**src/rtl/mult_pkg.sv**
```systemverilog
// Shared definitions for the shared-multiplier scheduler.
//   OP_W / PROD_W : operand and product widths of the multiplier core
//   op_ent_t      : stage-1 pipe entry (valid, requester tag, operands)
//   prod_ent_t    : product pipe entry (valid, requester tag, product)
//   booth_mul     : combinational 16x16 signed radix-4 Booth multiplier core
package mult_pkg;

  localparam int OP_W        = 16;
  localparam int PROD_W      = 32;
  // Wide enough to tag the 8-requester maximum.
  localparam int TAG_FIELD_W = 3;

  typedef struct packed {
    logic                     valid;
    logic [TAG_FIELD_W-1:0]   tag;
    logic signed [OP_W-1:0]   a;
    logic signed [OP_W-1:0]   b;
  } op_ent_t;

  typedef struct packed {
    logic                     valid;
    logic [TAG_FIELD_W-1:0]   tag;
    logic signed [PROD_W-1:0] p;
  } prod_ent_t;

  // Radix-4 Booth recoding of b: each overlapping 3-bit group selects
  // 0, +-a or +-2a; the eight partial products are summed mod 2**32,
  // which gives the exact two's-complement product (no saturation).
  function automatic logic signed [PROD_W-1:0] booth_mul(
    input logic signed [OP_W-1:0] a,
    input logic signed [OP_W-1:0] b
  );
    logic [OP_W:0]             bx;
    logic signed [PROD_W-1:0]  ax;
    logic signed [PROD_W-1:0]  pp;
    logic signed [PROD_W-1:0]  acc;
    logic [2:0]                grp;
    bx  = {b, 1'b0};
    ax  = {{(PROD_W-OP_W){a[OP_W-1]}}, a};
    acc = '0;
    for (int i = 0; i < OP_W/2; i++) begin
      grp = bx[2*i +: 3];
      case (grp)
        3'b001, 3'b010: pp = ax;
        3'b011:         pp = ax <<< 1;
        3'b100:         pp = -(ax <<< 1);
        3'b101, 3'b110: pp = -ax;
        default:        pp = '0;
      endcase
      acc = acc + (pp <<< (2*i));
    end
    return acc;
  endfunction

endpackage

```
**src/rtl/rr_arbiter.sv**
```systemverilog
// Round-robin arbiter with its own rotating priority pointer.
//   sys_clk, sys_rst_n : clock, async active-low reset (pointer -> 0)
//   req                : eligible requesters
//   gnt                : one-hot grant (or zero when nothing is eligible)
//   gnt_vld, gnt_idx   : grant present / encoded winner
// Winner is the first set request scanning ptr, ptr+1, ... mod NREQ.
// After a grant the pointer moves to winner+1; otherwise it holds.
module rr_arbiter
  import mult_pkg::*;
#(
  parameter int NREQ  = 2,
  parameter int IDX_W = (NREQ > 1) ? $clog2(NREQ) : 1
) (
  input  logic             sys_clk,
  input  logic             sys_rst_n,
  input  logic [NREQ-1:0]  req,
  output logic [NREQ-1:0]  gnt,
  output logic             gnt_vld,
  output logic [IDX_W-1:0] gnt_idx
);

  logic [IDX_W-1:0]  ptr_q, ptr_d;
  logic [2*NREQ-1:0] req2;
  logic [NREQ-1:0]   rot;
  logic [IDX_W-1:0]  off;
  logic [IDX_W:0]    sum;

  // Rotate the request vector so bit 0 is the pointer position, pick the
  // lowest set bit, then rotate the offset back.
  always_comb begin
    req2 = {req, req};
    rot  = req2[ptr_q +: NREQ];
    off  = '0;
    for (int k = NREQ-1; k >= 0; k--) begin
      if (rot[k]) off = IDX_W'(k);
    end
    sum = {1'b0, ptr_q} + {1'b0, off};
    if (sum >= (IDX_W+1)'(NREQ)) sum = sum - (IDX_W+1)'(NREQ);
    gnt_vld = |rot;
    gnt_idx = sum[IDX_W-1:0];
    gnt     = gnt_vld ? (NREQ'(1) << gnt_idx) : '0;
    ptr_d   = ptr_q;
    if (gnt_vld) begin
      ptr_d = (gnt_idx == IDX_W'(NREQ-1)) ? '0 : gnt_idx + IDX_W'(1);
    end
  end

  always_ff @(posedge sys_clk or negedge sys_rst_n) begin
    if (!sys_rst_n) ptr_q <= '0;
    else            ptr_q <= ptr_d;
  end

endmodule

```
**src/rtl/mult16_share_sched.sv**
```systemverilog
// Round-robin scheduler sharing one combinational 16x16 signed multiplier
// between NREQ requesters, with a 1-deep result buffer per requester.
//   sys_clk, sys_rst_n   : clock, async active-low reset
//   req_valid/req_ready  : per-requester operand handshake (ready = grant)
//   req_a, req_b         : packed signed operands, 16 bits per requester
//   res_valid/res_ready  : per-requester result handshake
//   res_p                : packed signed products, 32 bits per requester
//   busy                 : any op in the pipe or any result buffered
// Optional (macro MULT_SCHED_PERF_EN):
//   perf_grants          : saturating 16-bit grant counter per requester
//   perf_idle            : saturating count of cycles with requests but no grant
// Latency accept->result buffer is PIPE_STAGES edges counting the accept.
module mult16_share_sched
  import mult_pkg::*;
#(
  parameter int NREQ        = 2,
  parameter int PIPE_STAGES = 2,
  parameter int TAG_W       = 3
) (
  input  logic                   sys_clk,
  input  logic                   sys_rst_n,
  input  logic [NREQ-1:0]        req_valid,
  output logic [NREQ-1:0]        req_ready,
  input  logic [NREQ*OP_W-1:0]   req_a,
  input  logic [NREQ*OP_W-1:0]   req_b,
  output logic [NREQ-1:0]        res_valid,
  input  logic [NREQ-1:0]        res_ready,
  output logic [NREQ*PROD_W-1:0] res_p,
  output logic                   busy
`ifdef MULT_SCHED_PERF_EN
  ,
  output logic [NREQ*16-1:0]     perf_grants,
  output logic [15:0]            perf_idle
`endif
);

  localparam int IDX_W = (NREQ > 1) ? $clog2(NREQ) : 1;

  logic [NREQ-1:0]          outstanding_q, outstanding_d;
  logic [NREQ-1:0]          res_valid_q, res_valid_d;
  logic [PROD_W-1:0]        res_p_q [NREQ];
  logic [PROD_W-1:0]        res_p_d [NREQ];
  logic [NREQ-1:0]          consume;
  logic [NREQ-1:0]          eligible;
  logic [NREQ-1:0]          gnt;
  logic                     gnt_vld;
  logic [IDX_W-1:0]         gnt_idx;
  logic signed [OP_W-1:0]   sel_a, sel_b;
  logic                     wr_vld;
  logic [TAG_W-1:0]         wr_tag;
  logic signed [PROD_W-1:0] wr_p;
  logic [NREQ-1:0]          wr_hit;
  logic                     pipe_busy;

  // A consume this cycle frees the slot immediately so the same requester
  // can be re-granted on the same edge. Grants are suppressed while reset
  // is asserted so req_ready stays low during reset.
  assign consume  = res_valid_q & res_ready;
  assign eligible = req_valid & ~(outstanding_q & ~consume) & {NREQ{sys_rst_n}};

  rr_arbiter #(
    .NREQ  (NREQ),
    .IDX_W (IDX_W)
  ) u_arb (
    .sys_clk   (sys_clk),
    .sys_rst_n (sys_rst_n),
    .req       (eligible),
    .gnt       (gnt),
    .gnt_vld   (gnt_vld),
    .gnt_idx   (gnt_idx)
  );

  assign req_ready = gnt;

  // One-hot AND-OR operand mux.
  always_comb begin
    sel_a = '0;
    sel_b = '0;
    for (int i = 0; i < NREQ; i++) begin
      if (gnt[i]) begin
        sel_a = req_a[i*OP_W +: OP_W];
        sel_b = req_b[i*OP_W +: OP_W];
      end
    end
  end

  generate
    if (PIPE_STAGES == 1) begin : g_no_pipe
      // Core sits directly between the operand mux and the result buffer.
      assign wr_vld    = gnt_vld;
      assign wr_tag    = TAG_W'(gnt_idx);
      assign wr_p      = booth_mul(sel_a, sel_b);
      assign pipe_busy = 1'b0;
    end else begin : g_pipe
      op_ent_t                  op_q, op_d;
      logic signed [PROD_W-1:0] core_p;

      always_comb begin
        op_d       = op_q;
        op_d.valid = gnt_vld;
        if (gnt_vld) begin
          op_d.tag = TAG_FIELD_W'(gnt_idx);
          op_d.a   = sel_a;
          op_d.b   = sel_b;
        end
      end

      always_ff @(posedge sys_clk or negedge sys_rst_n) begin
        if (!sys_rst_n) op_q <= '0;
        else            op_q <= op_d;
      end

      assign core_p = booth_mul(op_q.a, op_q.b);

      if (PIPE_STAGES == 2) begin : g_direct
        assign wr_vld    = op_q.valid;
        assign wr_tag    = TAG_W'(op_q.tag);
        assign wr_p      = core_p;
        assign pipe_busy = op_q.valid;
      end else begin : g_prod
        localparam int NPR = PIPE_STAGES - 2;
        prod_ent_t       prod_q [NPR];
        prod_ent_t       prod_d [NPR];
        logic [NPR-1:0]  prod_vld;

        always_comb begin
          prod_d[0].valid = op_q.valid;
          prod_d[0].tag   = op_q.tag;
          prod_d[0].p     = core_p;
          for (int s = 1; s < NPR; s++) prod_d[s] = prod_q[s-1];
          for (int s = 0; s < NPR; s++) prod_vld[s] = prod_q[s].valid;
        end

        always_ff @(posedge sys_clk or negedge sys_rst_n) begin
          if (!sys_rst_n) begin
            for (int s = 0; s < NPR; s++) prod_q[s] <= '0;
          end else begin
            for (int s = 0; s < NPR; s++) prod_q[s] <= prod_d[s];
          end
        end

        assign wr_vld    = prod_q[NPR-1].valid;
        assign wr_tag    = TAG_W'(prod_q[NPR-1].tag);
        assign wr_p      = prod_q[NPR-1].p;
        assign pipe_busy = op_q.valid | (|prod_vld);
      end
    end
  endgenerate

  // A write and a consume never target the same slot in one cycle: the
  // slot is outstanding, so nothing new can be in flight for it while full.
  always_comb begin
    for (int i = 0; i < NREQ; i++) begin
      wr_hit[i]        = wr_vld && (wr_tag == TAG_W'(i));
      res_valid_d[i]   = (res_valid_q[i] & ~res_ready[i]) | wr_hit[i];
      res_p_d[i]       = wr_hit[i] ? wr_p : res_p_q[i];
      outstanding_d[i] = (outstanding_q[i] & ~consume[i]) | gnt[i];
    end
  end

  always_ff @(posedge sys_clk or negedge sys_rst_n) begin
    if (!sys_rst_n) begin
      outstanding_q <= '0;
      res_valid_q   <= '0;
      for (int i = 0; i < NREQ; i++) res_p_q[i] <= '0;
    end else begin
      outstanding_q <= outstanding_d;
      res_valid_q   <= res_valid_d;
      for (int i = 0; i < NREQ; i++) res_p_q[i] <= res_p_d[i];
    end
  end

  always_comb begin
    res_p = '0;
    for (int i = 0; i < NREQ; i++) res_p[i*PROD_W +: PROD_W] = res_p_q[i];
  end

  assign res_valid = res_valid_q;
  assign busy      = pipe_busy | (|res_valid_q);

`ifdef MULT_SCHED_PERF_EN
  logic [15:0] perf_grant_q [NREQ];
  logic [15:0] perf_grant_d [NREQ];
  logic [15:0] perf_idle_q, perf_idle_d;

  always_comb begin
    for (int i = 0; i < NREQ; i++) begin
      perf_grant_d[i] = perf_grant_q[i];
      if (gnt[i] && (perf_grant_q[i] != 16'hFFFF)) perf_grant_d[i] = perf_grant_q[i] + 16'd1;
    end
    perf_idle_d = perf_idle_q;
    if ((|req_valid) && !gnt_vld && (perf_idle_q != 16'hFFFF)) perf_idle_d = perf_idle_q + 16'd1;
  end

  always_ff @(posedge sys_clk or negedge sys_rst_n) begin
    if (!sys_rst_n) begin
      for (int i = 0; i < NREQ; i++) perf_grant_q[i] <= '0;
      perf_idle_q <= '0;
    end else begin
      for (int i = 0; i < NREQ; i++) perf_grant_q[i] <= perf_grant_d[i];
      perf_idle_q <= perf_idle_d;
    end
  end

  always_comb begin
    perf_grants = '0;
    for (int i = 0; i < NREQ; i++) perf_grants[i*16 +: 16] = perf_grant_q[i];
  end
  assign perf_idle = perf_idle_q;
`endif

endmodule

```
**config.mk**
```make
export PLATFORM = sky130hd
export DESIGN_NAME = mult16_share_sched
export DESIGN_NICKNAME = d
export VERILOG_FILES = /design/src/rtl/mult_pkg.sv /design/src/rtl/rr_arbiter.sv /design/src/rtl/mult16_share_sched.sv
export SDC_FILE = /design/constraint.sdc
export NUM_CORES = 1
export LEC_CHECK = 0
export ABC_AREA = 1
export CAP_MARGIN = 25
export CORE_MARGIN = 4
export CORE_UTILIZATION = 59
export DETAILED_ROUTE_END_ITERATION = 10
export MAX_ROUTING_LAYER = met4
export PLACE_DENSITY = 0.83
export SYNTH_ARGS = -nofsm -noshare
export SYNTH_HDL_FRONTEND = slang
export SYNTH_SLANG_ARGS = --single-unit
```
**constraint.sdc**
```tcl
create_clock -name sys_clk -period 7.65 [get_ports sys_clk]
set_input_delay 1.1475 -clock sys_clk [delete_from_list [all_inputs] [get_ports sys_clk]]
set_output_delay 1.1475 -clock sys_clk [all_outputs]
set_load 0.05 [all_outputs]
```
; After elaboration in Yosys (flattened, before gate mapping)
; Cells that the tools add are included.
[totals]
register_bits = 103
in_bits = 70
output_inout_bits = 69
word_cells = 124
[op_classes]
n_addsub = 12
n_lt_le_gt_ge = 1
eq_ne = 45
shifts = 2
mux = 17
bitwise_logic = 19
n_reduce_logical = 19
[ops]
columns = op, count
row1 = $add 32x32->32, 7
row2 = $pmux 30 s4, 1
row3 = $pmux 28 s4, 1
row4 = $pmux 26 s4, 1
row5 = $pmux 24 s4, 1
row6 = $pmux 32 s3, 1
row7 = $pmux 22 s4, 1
row8 = $pmux 20 s4, 1
row9 = $pmux 18 s4, 1
row10 = $mux 16, 4
row11 = $eq 3x3->1 const B, 21
row12 = $eq 3x2->1 const B, 14
row13 = $neg 16->32, 1
row14 = $neg 17->32, 1
row15 = $reduce_or 2->1, 16
row16 = $eq 3x1->1 const B, 7
row17 = $and 2x2->2, 4
row18 = $or 1x1->1, 5
row19 = $and 1x1->1, 4
row20 = $eq 2x2->1 const B, 2
row21 = $mux 1, 4
row22 = $not 1->1, 4
row23 = $not 2->2, 2
row24 = $shiftx 4x2->2, 1
row25 = other kinds (9), 10

; Depth between registers and ports, before layout
[logic_depth]
word_depth = 16
ltp_mapped = 33
mapped_depth_nobuf = 31

; Cells and area by module
; From an unflattened synthesis, not the netlist that was laid out.
[hier_totals]
hier_cells = 1636
area_unflattened_um2 = 12763.5
[modules_own_cells]
columns = module, n_inst, cells_each, area_each_um2, seq_area_each_um2
row1 = mult16_share_sched, 1, 1623, 12685.9, 2552.4
row2 = rr_arbiter, 1, 13, 77.6, 25.0

; Worst setup path after synthesis
; Ideal clock, no wire load.
[synth_path]
kind = flip-flop to flip-flop
start = reg g_pipe.op_q[17] in the netlist's numbering
end = reg res_p_q (netlist bit res_p[26])
setup_ps = 118
arrival_ps = 5779
required_time_ps = 7532
slack_ps = 1753
path_stages_with_launch = 30
n_path_buf = 2
period_less_slack_ps = 5897
path_cell_list = dfrtp_1 -> inv_2 -> clkbuf_1 -> ha_1 -> nand2_4 -> nor2_8 -> nand4_1 -> nand2_1 -> clkbuf_1 -> o22ai_1 -> a21oi_1 -> o21ai_0 -> fa_1 -> fa_1 -> fa_1 -> inv_1 -> fa_1 -> inv_1 -> ha_1 -> nand2_1 -> nor3_2 -> nand4_1 -> o211ai_2 -> a21oi_1 -> o21ai_0 -> nand2_1 -> nand2_1 -> nand2_1 -> nand3_1 -> nand2_1
[synth_via]
elab_chain_cells = 9
elab_cells_between_ends = 17
classes_between = add/sub (9) / mux (8)
[synth_lines]
columns = element, line
row1 = start: declaration, mult16_share_sched.sv:95  ; op_ent_t op_q, op_d;
row2 = start signal: assignment, mult16_share_sched.sv:110  ; else op_q <= op_d;
row3 = $neg 17->32 or $neg 16->32 (tied branches), "mult_pkg.sv:46, mult_pkg.sv:47"
row4 = $pmux 30 s4 or $pmux 32 s3 (tied branches), mult_pkg.sv:43  ; case (grp)
row5 = $add 32x32->32 (6 in series), mult_pkg.sv:50  ; acc = acc + (pp <<< (2*i));
row6 = $add 32x32->32 (*), mult_pkg.sv:50
row7 = end: declaration, mult16_share_sched.sv:41  ; logic [PROD_W-1:0] res_p_q [NREQ];
; Every way passes the cells marked *; elsewhere a longest branch is shown, timed or not.
; A chain may end at the register's enable or synchronous reset.

; Worst setup path in the final report
[layout_path]
start = reg g_pipe.op_q[16] in the netlist's numbering
end = reg res_p_q (netlist bit res_p[57])
; The elaborated chain is that of the path after synthesis.

==> summary.txt <==
Outcome
  – Status: finished clean

Synth
  – Synth area leaders: fa_1, dfrtp_1, nand2_1
  – Yosys top cell by area: fa_1
  – Top_reg_cell synth: dfrtp_1
  – Synth async-reset ratio: 100%
  – Syn Std Cell Area: 12700 µm²
  – Share of the synthesized area in the top cell type: 20.7%
  – Syn nets: 1899
  – Synthesis-stage register bit count: 103
  – Synth unique cells: 49
  – Seq/Total Area, Yosys: 20.3%
  – Synth Instances: 1649
  – Syn Area/Cell: 7.68 µm²
  – Count of warnings emitted by yosys: 0
  – Number of synthesized flops with an enable pin: 0

Layout
  – Layout cells sized above 1: 6.34%
  – Final core occ: 69.1%
  – Commonest non-fill, non-tap cells in the layout: nand2_1, inv_1, clkdlybuf4s50_1
  – ANT cells: 0
  – Sequential cell area: 2580 µm²
  – Leading cell type in the layout, fill and taps excluded: nand2_1
  – P&R area growth vs syn: 15.0%
  – Layout Nets: 1996
  – Multi-input gate area: 8690 µm²
  – Fillers: 1663

Drt
  – # DRC: 0
  – Post-DRT Antenna Nets: 0
  – DRT Pass-1 Iters: 8
  – WL met1: 18500 µm
  – Metal2 WL: 22500 µm
  – Max Used Layer: met4
  – Vias/cell: 6.70
  – DRT Wirelength: 51000 µm
  – Initial DRC count: 2307
  – Metal3 WL: 6640 µm
  – Post-DR wirelength/cell: 25.2 µm
  – Via count: 13600

Worst setup path
  – Max FO, Critical Path: 11
  – Crit path kind: reg -> reg
  – Reg2Reg Depth: 25
  – Crit. End Element: register
  – CP startpoint kind: register
  – Flop2flop setup slack: 650 ps
  – Critical Path AT: 7310 ps
  – Worst Path Required: 7950 ps

GRT
  – Largest net degree at the start of global routing: 64
  – Global-route wire length before repair: 79200 µm
  – GRT Total Usage: 44.2%
  – Initial antenna violation count: 0
  – Overflow left after global routing: 0
  – Vias in the first global route: 13700

STA
  – Setup TNS: 0 ps
  – Fin. Hold Viols: 0
  – Hold_ws: 483 ps
  – RSZ-0062 raised after global routing: false
  – Final Critical Period: 7000 ps
  – Setup Skew: 12.7 ps
  – Rel. slew slack: 25.3%
  – Period utilization: 91.5%
  – Final Slew Violations: 0
  – Peak Freq: 0.143 GHz
  – Worst Max-Slew Pin Slew: 1110 ps
  – Final setup viols: 0

Floorplan
  – Core Rows: 53
  – Chip height: 155 µm
  – Die width: 155 µm
  – Initial core utilization: 60.1%
  – Core Footprint: 21100 µm²
  – # IOs: 139
  – Full die area: 23900 µm²

CTS
  – TritonCTS clock tree: built
  – Bufs on Longest Clock Path: 2
  – Post-CTS sizing: 0
  – Worst-Skew Late Latency: 370 ps
  – Clock Sinks: 103
  – Hold_buf cts: 0
  – Htree depth: 3
  – # Post-CTS Setup Buffers: 0
  – CTS Buf Count: 9
  – Root Driver: clkbuf_16
  – Clock Pin Slew Worst Setup and Hold Paths: 80 ps

Placement
  – RD Place Congestion: 1.13
  – PortBufs: 138
  – HPWL Detailed: 38600 µm

Flow run
  – Max Cap Violations: 0

Worst hold path
  – Hold Crit Depth: 2
  – Hold WC Path Type: reg -> reg
## cell usage after synthesis (10+ instances only)
| cell type | number |
|---|---|
| o211ai_1 | 44 |
| dfrtp_1 | 103 |
| inv_1 | 261 |
| o22ai_1 | 93 |
| inv_2 | 12 |
| a221oi_1 | 29 |
| nand3_1 | 68 |
| a21oi_1 | 94 |
| a221o_1 | 12 |
| o221ai_1 | 21 |
| ha_1 | 49 |
| nand3_2 | 11 |
| fa_1 | 131 |
| nand4_1 | 16 |
| nor2_1 | 60 |
| o21ai_0 | 125 |
| xor2_1 | 10 |
| nor2_2 | 10 |
| nand2_1 | 332 |
| clkbuf_1 | 64 |
## area by class of cell
class | instances | area share (%)
clock buffer | 10 | 1.64
clock inverter | 6 | 0.361
inverter | 284 | 7.36
multi-input combinational | 1184 | 59.7
sequential | 103 | 17.7
tap | 275 | 2.36
timing repair buffer | 164 | 10.9
## per-stage QoR
stage,std cells,setup WS [ps],area [µm²]
2_1_floorplan,1649,1750,12700
3_3_place_gp,2008,805,14200
3_5_place_dp,2009,844,14300
4_1_cts,2025,815,14600
5_1_grt,2026,245,14600
6_report,2026,648,14600
## cell families (layout without fill, tap and decap cells)
group           Yosys count  after routing  share of synthesized area, %
buf+inv                 362            464                          11.1
flops                   103            103                          20.3
simple gates            546            546                          20.3
fa+ha+maj               180            180                          25.5
xor+xnor                 14             14                         0.968
compound gates          444            444                          21.8
## layer usage
layer  GRT usage (%)  up-vias
met1            55.2     6496
met5               -        -
met3            12.4      277
met4            22.6        0
met2            66.2     1080
li1                -     5730
## sequential cells by signal, summed over array words and instances (netlist names)
signal and flops:
res_p 64, res_valid 2, g_pipe.op_q 32, outstanding_q 2, wr_tag 1, u_arb.ptr_q 1, pipe_busy 1
## worst paths after layout
path | start | end
max in group asynchronous | sys_rst_n | g_pipe.op_q[7]
min | res_p[62] | res_p[62]
min in group asynchronous | sys_rst_n | res_p[15]
max reg2reg | g_pipe.op_q[16] | res_p[57]
max | g_pipe.op_q[16] | res_p[57]
min reg2reg | res_p[62] | res_p[62]
## worst max-delay path: stages, from the launching register on
cell and delay (ps):
dfrtp_1 550, inv_2 250, ha_1 300, nand2_4 110, nor2_8 180, nand2_1 80
o21ai_0 160, nand2_1 290, o21ai_0 670, fa_1 570, fa_1 460, fa_1 510
inv_1 50, fa_1 520, inv_1 40, ha_1 310, nand2_1 120, nor3_1 490
nand3_1 160, nand3_1 180, a21oi_1 140, o21ai_0 340, a21o_1 180, or2_1 120
nand3_1 70, nand2_1 80
Power is left out: the tool's default activity adds up to more than one toggle a clock period on the data nets, which glitch-free logic cannot reach.
